===== src/rtl/pmsm_foc_pkg.sv =====
// pmsm_foc_pkg: shared types and constants for the PMSM FOC current path.
//   DATA_WIDTH : signed width of currents, sin/cos and id/iq. Override it by
//                defining the DATA_WIDTH macro; the default is 16.
//   ACC_WIDTH  : width of intermediate sums (DATA_WIDTH + 2).
//   FRAC_BITS  : fraction bits of sin/cos (1.0 = 2**FRAC_BITS).
//   INV_SQRT3  : round(2**FRAC_BITS / sqrt(3)).
//   park_state_t   : sequencing states of the Clarke/Park engine.
//   sat_to_width() : clamps an ACC_WIDTH value to the DATA_WIDTH signed range.
`ifndef DATA_WIDTH
`define DATA_WIDTH 16
`endif

package pmsm_foc_pkg;

    localparam int DATA_WIDTH = `DATA_WIDTH;
    localparam int ACC_WIDTH  = DATA_WIDTH + 2;
    localparam int FRAC_BITS  = 14;
    localparam int INV_SQRT3  = 9459;

    typedef enum logic [2:0] {
        ST_IDLE,
        ST_BETA,
        ST_MUL_AC,
        ST_MUL_BS,
        ST_MUL_BC,
        ST_MUL_AS,
        ST_FINAL,
        ST_WRITE
    } park_state_t;

    function automatic logic signed [DATA_WIDTH-1:0] sat_to_width(
        input logic signed [ACC_WIDTH-1:0] x
    );
        logic signed [ACC_WIDTH-1:0] hi;
        logic signed [ACC_WIDTH-1:0] lo;
        hi = ACC_WIDTH'((2 ** (DATA_WIDTH - 1)) - 1);
        lo = ACC_WIDTH'(-(2 ** (DATA_WIDTH - 1)));
        if (x > hi)
            sat_to_width = DATA_WIDTH'(hi);
        else if (x < lo)
            sat_to_width = DATA_WIDTH'(lo);
        else
            sat_to_width = DATA_WIDTH'(x);
    endfunction

endpackage


===== src/rtl/fixed_point_mul_shift_module.sv =====
// fixed_point_mul_shift_module: registered signed multiply followed by an
// arithmetic right shift (truncation toward -inf). One clock of latency.
//   sys_clk    in   1          clock
//   reset_n    in   1          asynchronous reset, active low (clears result)
//   a_in       in   A_WIDTH    signed multiplicand
//   b_in       in   B_WIDTH    signed multiplier
//   result_out out  OUT_WIDTH  (a_in * b_in) >>> SHIFT, low OUT_WIDTH bits
module fixed_point_mul_shift_module #(
    parameter int A_WIDTH   = 18,
    parameter int B_WIDTH   = 16,
    parameter int OUT_WIDTH = 18,
    parameter int SHIFT     = 14
) (
    input  logic                        sys_clk,
    input  logic                        reset_n,
    input  logic signed [A_WIDTH-1:0]   a_in,
    input  logic signed [B_WIDTH-1:0]   b_in,
    output logic signed [OUT_WIDTH-1:0] result_out
);

    logic signed [A_WIDTH+B_WIDTH-1:0] product;

    always_comb begin
        product = a_in * b_in;
    end

    always_ff @(posedge sys_clk or negedge reset_n) begin
        if (!reset_n)
            result_out <= '0;
        else
            result_out <= OUT_WIDTH'(product >>> SHIFT);
    end

endmodule


===== src/rtl/current_clarke_park_transform_module.sv =====
// current_clarke_park_transform_module: converts phase currents ia/ib to
// rotor-frame id/iq using one shared registered multiplier.
//   i_beta = (ia + 2*ib) * INV_SQRT3,  id = a*cos + b*sin,  iq = b*cos - a*sin
// Macro PARK_OUTPUT_SAT_EN: when defined, i_beta/id/iq saturate to the
// DATA_WIDTH range; otherwise the low DATA_WIDTH bits are kept (wrap).
// Ports:
//   sys_clk, reset_n (async, active low)
//   electrical_rotation_phase_sin_in/cos_in     signed Q1.FRAC_BITS trig
//   electrical_rotation_phase_trig_calculate_valid_in  strobe: new sin/cos
//   phase_a_current_in/phase_b_current_in       signed ia/ib sample
//   current_sample_valid_in                      strobe: new ia/ib
//   current_d_out/current_q_out                  signed id/iq (held)
//   current_dq_valid_out                         strobe: id/iq updated
//   park_busy_out                                conversion in progress
//   current_sample_overrun_out                   strobe: sample dropped
module current_clarke_park_transform_module
    import pmsm_foc_pkg::*;
(
    input  logic                         sys_clk,
    input  logic                         reset_n,
    input  logic signed [DATA_WIDTH-1:0] electrical_rotation_phase_sin_in,
    input  logic signed [DATA_WIDTH-1:0] electrical_rotation_phase_cos_in,
    input  logic                         electrical_rotation_phase_trig_calculate_valid_in,
    input  logic signed [DATA_WIDTH-1:0] phase_a_current_in,
    input  logic signed [DATA_WIDTH-1:0] phase_b_current_in,
    input  logic                         current_sample_valid_in,
    output logic signed [DATA_WIDTH-1:0] current_d_out,
    output logic signed [DATA_WIDTH-1:0] current_q_out,
    output logic                         current_dq_valid_out,
    output logic                         park_busy_out,
    output logic                         current_sample_overrun_out
);

    function automatic logic signed [DATA_WIDTH-1:0] reduce(
        input logic signed [ACC_WIDTH-1:0] x
    );
`ifdef PARK_OUTPUT_SAT_EN
        reduce = sat_to_width(x);
`else
        reduce = DATA_WIDTH'(x);
`endif
    endfunction

    park_state_t                  state, next_state;
    logic                         trig_valid;
    logic                         trig_locked;
    logic                         accept;
    logic signed [DATA_WIDTH-1:0] sin_hold, cos_hold;
    logic signed [DATA_WIDTH-1:0] sin_c, cos_c, ia_c, beta_r;
    logic signed [ACC_WIDTH-1:0]  sum_r, acc_d, acc_q;
    logic signed [ACC_WIDTH-1:0]  mul_a, mul_out;
    logic signed [DATA_WIDTH-1:0] mul_b;

    assign trig_valid    = electrical_rotation_phase_trig_calculate_valid_in;
    assign accept        = current_sample_valid_in && (state == ST_IDLE) && trig_locked;
    assign park_busy_out = (state != ST_IDLE);

    // Trig holding registers and lock flag
    always_ff @(posedge sys_clk or negedge reset_n) begin
        if (!reset_n) begin
            sin_hold    <= '0;
            cos_hold    <= '0;
            trig_locked <= 1'b0;
        end else if (trig_valid) begin
            sin_hold    <= electrical_rotation_phase_sin_in;
            cos_hold    <= electrical_rotation_phase_cos_in;
            trig_locked <= 1'b1;
        end
    end

    always_ff @(posedge sys_clk or negedge reset_n) begin
        if (!reset_n)
            state <= ST_IDLE;
        else
            state <= next_state;
    end

    // ST_WRITE is the output register stage: it keeps the engine busy until
    // id/iq are written so the 8-clock sample cadence holds.
    always_comb begin
        next_state = state;
        unique case (state)
            ST_IDLE:   if (accept) next_state = ST_BETA;
            ST_BETA:   next_state = ST_MUL_AC;
            ST_MUL_AC: next_state = ST_MUL_BS;
            ST_MUL_BS: next_state = ST_MUL_BC;
            ST_MUL_BC: next_state = ST_MUL_AS;
            ST_MUL_AS: next_state = ST_FINAL;
            ST_FINAL:  next_state = ST_WRITE;
            ST_WRITE:  next_state = ST_IDLE;
            default:   next_state = ST_IDLE;
        endcase
    end

    // Operands issued in each state; the product lands one state later.
    always_comb begin
        mul_a = ACC_WIDTH'(ia_c);
        mul_b = cos_c;
        unique case (state)
            ST_BETA: begin
                mul_a = sum_r;
                mul_b = DATA_WIDTH'(INV_SQRT3);
            end
            ST_MUL_BS: begin
                mul_a = ACC_WIDTH'(beta_r);
                mul_b = sin_c;
            end
            ST_MUL_BC: begin
                mul_a = ACC_WIDTH'(beta_r);
                mul_b = cos_c;
            end
            ST_MUL_AS: begin
                mul_a = ACC_WIDTH'(ia_c);
                mul_b = sin_c;
            end
            default: begin
                mul_a = ACC_WIDTH'(ia_c);
                mul_b = cos_c;
            end
        endcase
    end

    fixed_point_mul_shift_module #(
        .A_WIDTH   (ACC_WIDTH),
        .B_WIDTH   (DATA_WIDTH),
        .OUT_WIDTH (ACC_WIDTH),
        .SHIFT     (FRAC_BITS)
    ) u_mul (
        .sys_clk    (sys_clk),
        .reset_n    (reset_n),
        .a_in       (mul_a),
        .b_in       (mul_b),
        .result_out (mul_out)
    );

    always_ff @(posedge sys_clk or negedge reset_n) begin
        if (!reset_n) begin
            ia_c                       <= '0;
            sum_r                      <= '0;
            sin_c                      <= '0;
            cos_c                      <= '0;
            beta_r                     <= '0;
            acc_d                      <= '0;
            acc_q                      <= '0;
            current_d_out              <= '0;
            current_q_out              <= '0;
            current_dq_valid_out       <= 1'b0;
            current_sample_overrun_out <= 1'b0;
        end else begin
            current_dq_valid_out       <= 1'b0;
            current_sample_overrun_out <= current_sample_valid_in && (state != ST_IDLE);
            if (accept) begin
                ia_c  <= phase_a_current_in;
                sum_r <= ACC_WIDTH'(phase_a_current_in) + (ACC_WIDTH'(phase_b_current_in) <<< 1);
                // Same-cycle trig strobe bypasses the holding registers
                sin_c <= trig_valid ? electrical_rotation_phase_sin_in : sin_hold;
                cos_c <= trig_valid ? electrical_rotation_phase_cos_in : cos_hold;
            end
            unique case (state)
                ST_MUL_AC: beta_r <= reduce(mul_out);
                ST_MUL_BS: acc_d  <= mul_out;
                ST_MUL_BC: acc_d  <= acc_d + mul_out;
                ST_MUL_AS: acc_q  <= mul_out;
                ST_FINAL:  acc_q  <= acc_q - mul_out;
                ST_WRITE: begin
                    current_d_out        <= reduce(acc_d);
                    current_q_out        <= reduce(acc_q);
                    current_dq_valid_out <= 1'b1;
                end
                default: ;
            endcase
        end
    end

endmodule


===== config.mk =====
export PLATFORM = sky130hd
export DESIGN_NAME = current_clarke_park_transform_module
export DESIGN_NICKNAME = d
export VERILOG_FILES = /design/src/rtl/pmsm_foc_pkg.sv /design/src/rtl/fixed_point_mul_shift_module.sv /design/src/rtl/current_clarke_park_transform_module.sv
export SDC_FILE = /design/constraint.sdc
export NUM_CORES = 1
export LEC_CHECK = 0
export BUFFER_PORTS_ARGS = -buffer_cell sky130_fd_sc_hd__buf_2
export CAP_MARGIN = 0
export CELL_PAD_IN_SITES_DETAIL_PLACEMENT = 0
export CELL_PAD_IN_SITES_GLOBAL_PLACEMENT = 2
export CORE_MARGIN = 2
export CORE_UTILIZATION = 41
export DETAILED_ROUTE_END_ITERATION = 16
export GPL_ROUTABILITY_DRIVEN = 0
export PLACE_DENSITY = 0.91
export SLEW_MARGIN = 10
export SYNTH_ARGS = -nofsm -noshare
export SYNTH_HDL_FRONTEND = slang
export SYNTH_SLANG_ARGS = --single-unit

===== constraint.sdc =====
create_clock -name sys_clk -period 12 [get_ports sys_clk]
set_input_delay 3 -clock sys_clk [delete_from_list [all_inputs] [get_ports sys_clk]]
set_output_delay 3 -clock sys_clk [all_outputs]
set_load 0.01 [all_outputs]

# After elaboration in Yosys (flattened, before gate mapping)
# Index checks and enable logic that the tools add are counted.
[classes] n_mux=9 eq_ne=8 n_mul=1 n_reduce_logical=9 n_shift=0 bitwise=0 n_div=0 n_lt_le_gt_ge=0 add_sub_neg=3
[ops] operator="one-hot mux 18 bit (2 select lines)" n=3
[ops] operator="multiplier 18 x 16 -> 32 bit" n=1
[ops] operator="two-way mux 16 bit" n=2
[ops] operator="one-hot mux 16 bit (2 select lines)" n=1
[ops] operator="one-hot mux 3 bit (8 select lines)" n=1
[ops] operator="adder 16 x 17 -> 18 bit" n=1
[ops] operator="adder 18 bit" n=1
[ops] operator="subtractor 18 bit" n=1
[ops] operator="== test 3 bit, second input constant" n=4
[ops] operator="== test 3 x 2 -> 1 bit, second input constant" n=2
[ops] operator="nonzero test 2 bit" n=2
[ops] operator="OR reduction 2 bit" n=2
[ops] operator="== test 3 x 1 -> 1 bit, second input constant" n=1
[ops] operator="logical AND 1 bit" n=3
[ops] operator="logical NOT 3 bit" n=1
[ops] operator="two-way mux 3 bit" n=1
[ops] operator="nonzero test 3 bit" n=1
[ops] operator="inequality test 2 bit, second input constant" n=1
[ops] operator="two-way mux 1 bit" n=1
[word_totals] ff_bits=206 mem_bits_ro=0 mem_bits_rw=0 out_inout_bits=35 latch_bits=0 word_cells=46 n_memories=0

# Depth between registers and ports, before layout
[depth] ltp_word=5 ltp_mapped=32 mapped_depth_nobuf=29

# Cells and area by module
# A second synthesis with hierarchy kept.
[unflattened] cells_unflattened=2051 hier_area_um2=20425.8
[by_module_without_submodules] module="fixed_point_mul_shift_module" area_per_inst_um2=10451.3 cells_each=1120 seq_area_each_um2=450.4 instances=1
[by_module_without_submodules] module="current_clarke_park_transform_module" area_per_inst_um2=9974.6 cells_each=931 seq_area_each_um2=4579.4 instances=1

# Worst setup path after synthesis
# OpenSTA, ideal clock, no wires.
[synth_timing] path_kind="register to register" startpoint="register state[1]" endpoint="register u_mul.result_out[14]" path_slack_ns=4.721 t_arrival_ns=7.199 setup_ns=0.080 t_required_ns=11.920 stages_incl_launch_ff=30 cell_sequence="dfrtp_1 > inv_1 > ha_1 > buf_2 > buf_1 > clkbuf_1 > mux2i_1 > a22o_1 > clkbuf_1 > nor2_1 > fa_1 > inv_1 > fa_1 > fa_1 > fa_1 > inv_1 > fa_1 > inv_1 > fa_1 > inv_1 > ha_1 > a21o_1 > a221oi_1 > o31ai_2 > a31oi_2 > a211oi_2 > o21ai_1 > nand3_1 > a31oi_1 > xnor2_1"
[synth_between] elab_chain_cells=4
[synth_lines] element="from (decl)" line_no="current_clarke_park_transform_module.sv:44" text="park_state_t state, next_state;"
[synth_lines] element="from (signal assigned)" line_no="current_clarke_park_transform_module.sv:75" text="state <= next_state;"
[synth_lines] element="== test 3 x 2 -> 1 bit / == test 3 bit (equally long branches)" line_no="current_clarke_park_transform_module.sv:99" text="unique case (state)"
[synth_lines] element="OR reduction 2 bit (no line)"
[synth_lines] element="one-hot mux 18 bit (2 select lines) / one-hot mux 16 bit (2 select lines) (equally long branches)" line_no="current_clarke_park_transform_module.sv:99"
[synth_lines] element="multiplier 18 x 16 -> 32 bit (*)" line_no="fixed_point_mul_shift_module.sv:24" text="product = a_in * b_in;"
[synth_lines] element="net u_mul.product[28]" line_no="fixed_point_mul_shift_module.sv:21" text="logic signed [A_WIDTH+B_WIDTH-1:0] product;"
[synth_lines] element="to (signal assigned)" line_no="fixed_point_mul_shift_module.sv:31" text="result_out <= OUT_WIDTH'(product >>> SHIFT);"
[synth_lines] element="to (decl)" line_no="fixed_point_mul_shift_module.sv:18" text="output logic signed [OUT_WIDTH-1:0] result_out"
# Mark *: on every way through the listed nets, which the timed path passes. The rest lies on a longest branch.
# A chain may end at the register's enable or synchronous reset.

# Worst setup path after layout
[layout_timing] startpoint="register state[1]" endpoint="register u_mul.result_out[15]"
# The elaborated chain is that of the path after synthesis.

==> implementation parameters <==
Parameter                              Value

Place
  DP Wirelength    43500 um
  Post-placement cell area    20800 um2
  Port Buffer Count    102
  Total instance count after detailed placement    2706
  Worst setup slack after placement    3.01 ns

Clock network
  Number of buffers created by CTS    17
  Worst skew pair latency    0.47 ns
  Library cell used as clock root buffer    sky130_fd_sc_hd__clkbuf_16
  Number of buffers between clock root and the deepest sink    2
  Clock sinks    199
  Post-cts resize count    0
  Setup bufs post-CTS    0
  Clock-pin transition on the worst setup and hold timing paths    0.07 ns
  CTS hold repair buffers    0
  TritonCTS clock tree    built
  Count of H-tree levels built during CTS    4

Critical path
  Reg-to-Reg End    u_mul.result_out[15]
  Kind of end point of the critical path    register
  Launch point of the worst reg-to-reg path    state[1]
  Cell repeated most along the worst path    sky130_fd_sc_hd__fa_1
  Crit Path Class    reg2reg
  Worst endpoint data arrival time    9.46 ns
  Flop2flop setup slack    2.90 ns
  Startpoint types    register
  Total buffers and inverters traversed by the critical path    5
  Worst-path maximum fanout    28
  Top delay family on crit path    adder cells
  Required time of the critical path    12.37 ns
  Crit path max-delay cell type    sky130_fd_sc_hd__a221oi_1
  Reg2reg path depth    27
  Biggest cell delay along the critical path    1.11 ns

Logic synthesis
  Proportion of synthesized chip area in sequential cells    0.253
  Post-Syn Nets    2499
  Async set-reset flop share out of synthesis    1.00
  Flip-flop cell with the highest count after synthesis    sky130_fd_sc_hd__dfrtp_1
  Synth Area per Inst    9.63 um2
  Number of library cell types mapped by synthesis    73
  Netlist Area Pre-Place    19700 um2
  Yosys warns    0
  Area share of the largest cell type after synthesis    0.263
  Largest cells by area after synthesis    sky130_fd_sc_hd__fa_1 (26%), sky130_fd_sc_hd__dfrtp_1 (25%), sky130_fd_sc_hd__ha_1 (8.1%), sky130_fd_sc_hd__inv_1 (6.7%), sky130_fd_sc_hd__mux2_2 (6.5%)
  Register bit count reported by yosys    199
  Cell count after synthesis    2044
  Library cell occupying the most area in the post-synthesis netlist    sky130_fd_sc_hd__fa_1
  EDFF count, synth    0

Flow run
  Reported max-cap violation count    0

Floorplanning
  Die area    49800 um2
  Vertical die dimension    223 um
  Die X-Extent    223 um
  Core Box Area    47500 um2
  Row Count    80
  Number of primary I/O pins    103
  Initial standard-cell utilization of the core    0.414

Detailed routing
  Detailed Routing Iterations Pass 1    5
  DRC Markers    0
  Routed wire length per instance    19.6 um
  Mean number of vias per cell    5.33
  Total number of vias    14600
  Number of violations reported at the end of detailed-routing iteration 0    1070
  Count of nets left with antenna violations after detail routing    0
  Detailed-route wire length    53800 um

Cells and area
  Finished layout cell area    21500 um2
  Top library cells by usage in the layout, fill and taps aside    sky130_fd_sc_hd__inv_1 (349), sky130_fd_sc_hd__nand2_1 (261), sky130_fd_sc_hd__fa_1 (259)
  Syn-to-layout area delta    9.01%
  Net count, final    2565
  Most common cell after layout, fill and taps aside    sky130_fd_sc_hd__inv_1
  Non-Filler Instances    2737
  Number of antenna diodes    0
  Ratio of cells with drive above 1 in the final layout    0.139
  Count of filler cells inserted in the layout    4561

Min path
  Critical hold path startpoint    current_d_out[1]
  Hold Crit Depth    2
  Class of the worst hold path    reg2reg
  Capture endpoint of the worst hold path    current_d_out[1]

Timing
  Skew final    0.0101 ns
  Setup WS post-layout    2.90 ns
  Final critical-path required period    9.10 ns
  Worst slew margin relative to its limit    0.145
  Count of pins over their slew limit    0
  Period Utilization, post-route    0.758
  RSZ-0062 raised after global routing    no
  Post-route setup TNS    0 ns
  Number of setup violations in the final report    0
  Final Hold Vio Count    0
  Measured slew at the worst slew-check pin    1.28 ns
  Maximum clock frequency    110 MHz

Global route
  Antenna violations before repair    0
  Pin count of the biggest net entering global routing    80
  All-Layer GR Usage    0.225
  Via count of the first global-routing pass    15300
  Wire length of the first global-routing pass    85100 um
  Total overflow reported by the global router    0

Status
  Status    completed
-- tightest hold or removal path, delay by kind of cell (launching register included) --
kind / cells / cell delay [ns]
and+or+nand+nor: 1 / 0.05
DFF: 1 / 0.35
AOI/OAI and AO/OA: 1 / 0.06
-- how the worst max path moves through the flow --
stage / from / end / cells after the start
final: state[1] / u_mul.result_out[15] / 27
after global placement: state[1] / u_mul.result_out[15] / 27
after global routing: state[1] / u_mul.result_out[15] / 27
after CTS: state[1] / u_mul.result_out[15] / 27
after detailed placement: state[1] / u_mul.result_out[15] / 27
after floorplan: state[1] / u_mul.result_out[14] / 29
-- cell type report --
type / count / area [um2] / area share
clock inverters: 10 / 133 / 0.00618
well taps: 615 / 769 / 0.0359
clock buffers: 21 / 480 / 0.0224
repair buffers: 126 / 699 / 0.0326
inverters: 350 / 1310 / 0.0612
flip-flops and latches: 199 / 4980 / 0.232
multi-input cells: 1416 / 13100 / 0.610
-- stage by stage --
| stage | hold slack (ns) | utilization |
|---|---|---|
| after CTS | 0.486 | 0.451 |
| after floorplan | 0.439 | - |
| after detailed placement | 0.469 | 0.438 |
| after global placement | 0.460 | 0.438 |
| after global routing | 0.517 | 0.451 |
| final | 0.489 | 0.451 |
-- state kept, by name, indices dropped and copies added, names as in the netlist --
register and flops:
current_d_out 16, cos_c 16, cos_hold 16, acc_d 16, u_mul.result_out 16, current_dq_valid_out 1
state 3, current_sample_overrun_out 1, sin_hold 16, trig_locked 1, acc_q 16, sin_c 16
current_q_out 16, beta_r 16, sum_r 17, ia_c 16
-- metal layers --
layer | track usage | vias to the layer above | routed length [um]
met4 | 0.0844 | 0 | 1590
met1 | 0.304 | 7384 | 23600
li1 | - | 6680 | -
met2 | 0.356 | 433 | 24800
met3 | 0.0503 | 84 | 3820
met5 | 0 | - | 0
-- cell usage after synthesis (7+ instances only) --
cell type	instances
sky130_fd_sc_hd__a211oi_1	15
sky130_fd_sc_hd__a21boi_0	10
sky130_fd_sc_hd__a21o_1	14
sky130_fd_sc_hd__a21oi_1	40
sky130_fd_sc_hd__a221o_1	15
sky130_fd_sc_hd__a221oi_1	18
sky130_fd_sc_hd__a22o_1	8
sky130_fd_sc_hd__a31oi_1	13
sky130_fd_sc_hd__and2_1	13
sky130_fd_sc_hd__and3_1	8
sky130_fd_sc_hd__buf_1	7
sky130_fd_sc_hd__clkbuf_1	65
sky130_fd_sc_hd__dfrtp_1	199
sky130_fd_sc_hd__fa_1	259
sky130_fd_sc_hd__ha_1	128
sky130_fd_sc_hd__inv_1	349
sky130_fd_sc_hd__mux2_2	113
sky130_fd_sc_hd__mux2i_1	13
sky130_fd_sc_hd__nand2_1	261
sky130_fd_sc_hd__nand2b_1	19
sky130_fd_sc_hd__nand3_1	12
sky130_fd_sc_hd__nor2_1	188
sky130_fd_sc_hd__nor2b_1	20
sky130_fd_sc_hd__nor3_1	20
sky130_fd_sc_hd__o21a_1	9
sky130_fd_sc_hd__o21ai_0	59
sky130_fd_sc_hd__o22ai_1	8
sky130_fd_sc_hd__o31ai_1	10
sky130_fd_sc_hd__or2_2	9
sky130_fd_sc_hd__xnor2_1	40
sky130_fd_sc_hd__xor2_1	14
-- kinds of logic after synthesis --
family,after synthesis,synth area share
AND/OR/NAND/NOR,582,0.128
adder cells (fa/ha/maj),387,0.345
multiplexers,127,0.0720
AO/OA/AOI/OAI,266,0.0958
XOR/XNOR,54,0.0240
flip-flops,199,0.253
buffers and inverters,429,0.0828
Power is left out: the tool's default activity adds up to more than one toggle a clock period on the data nets, which glitch-free logic cannot reach.
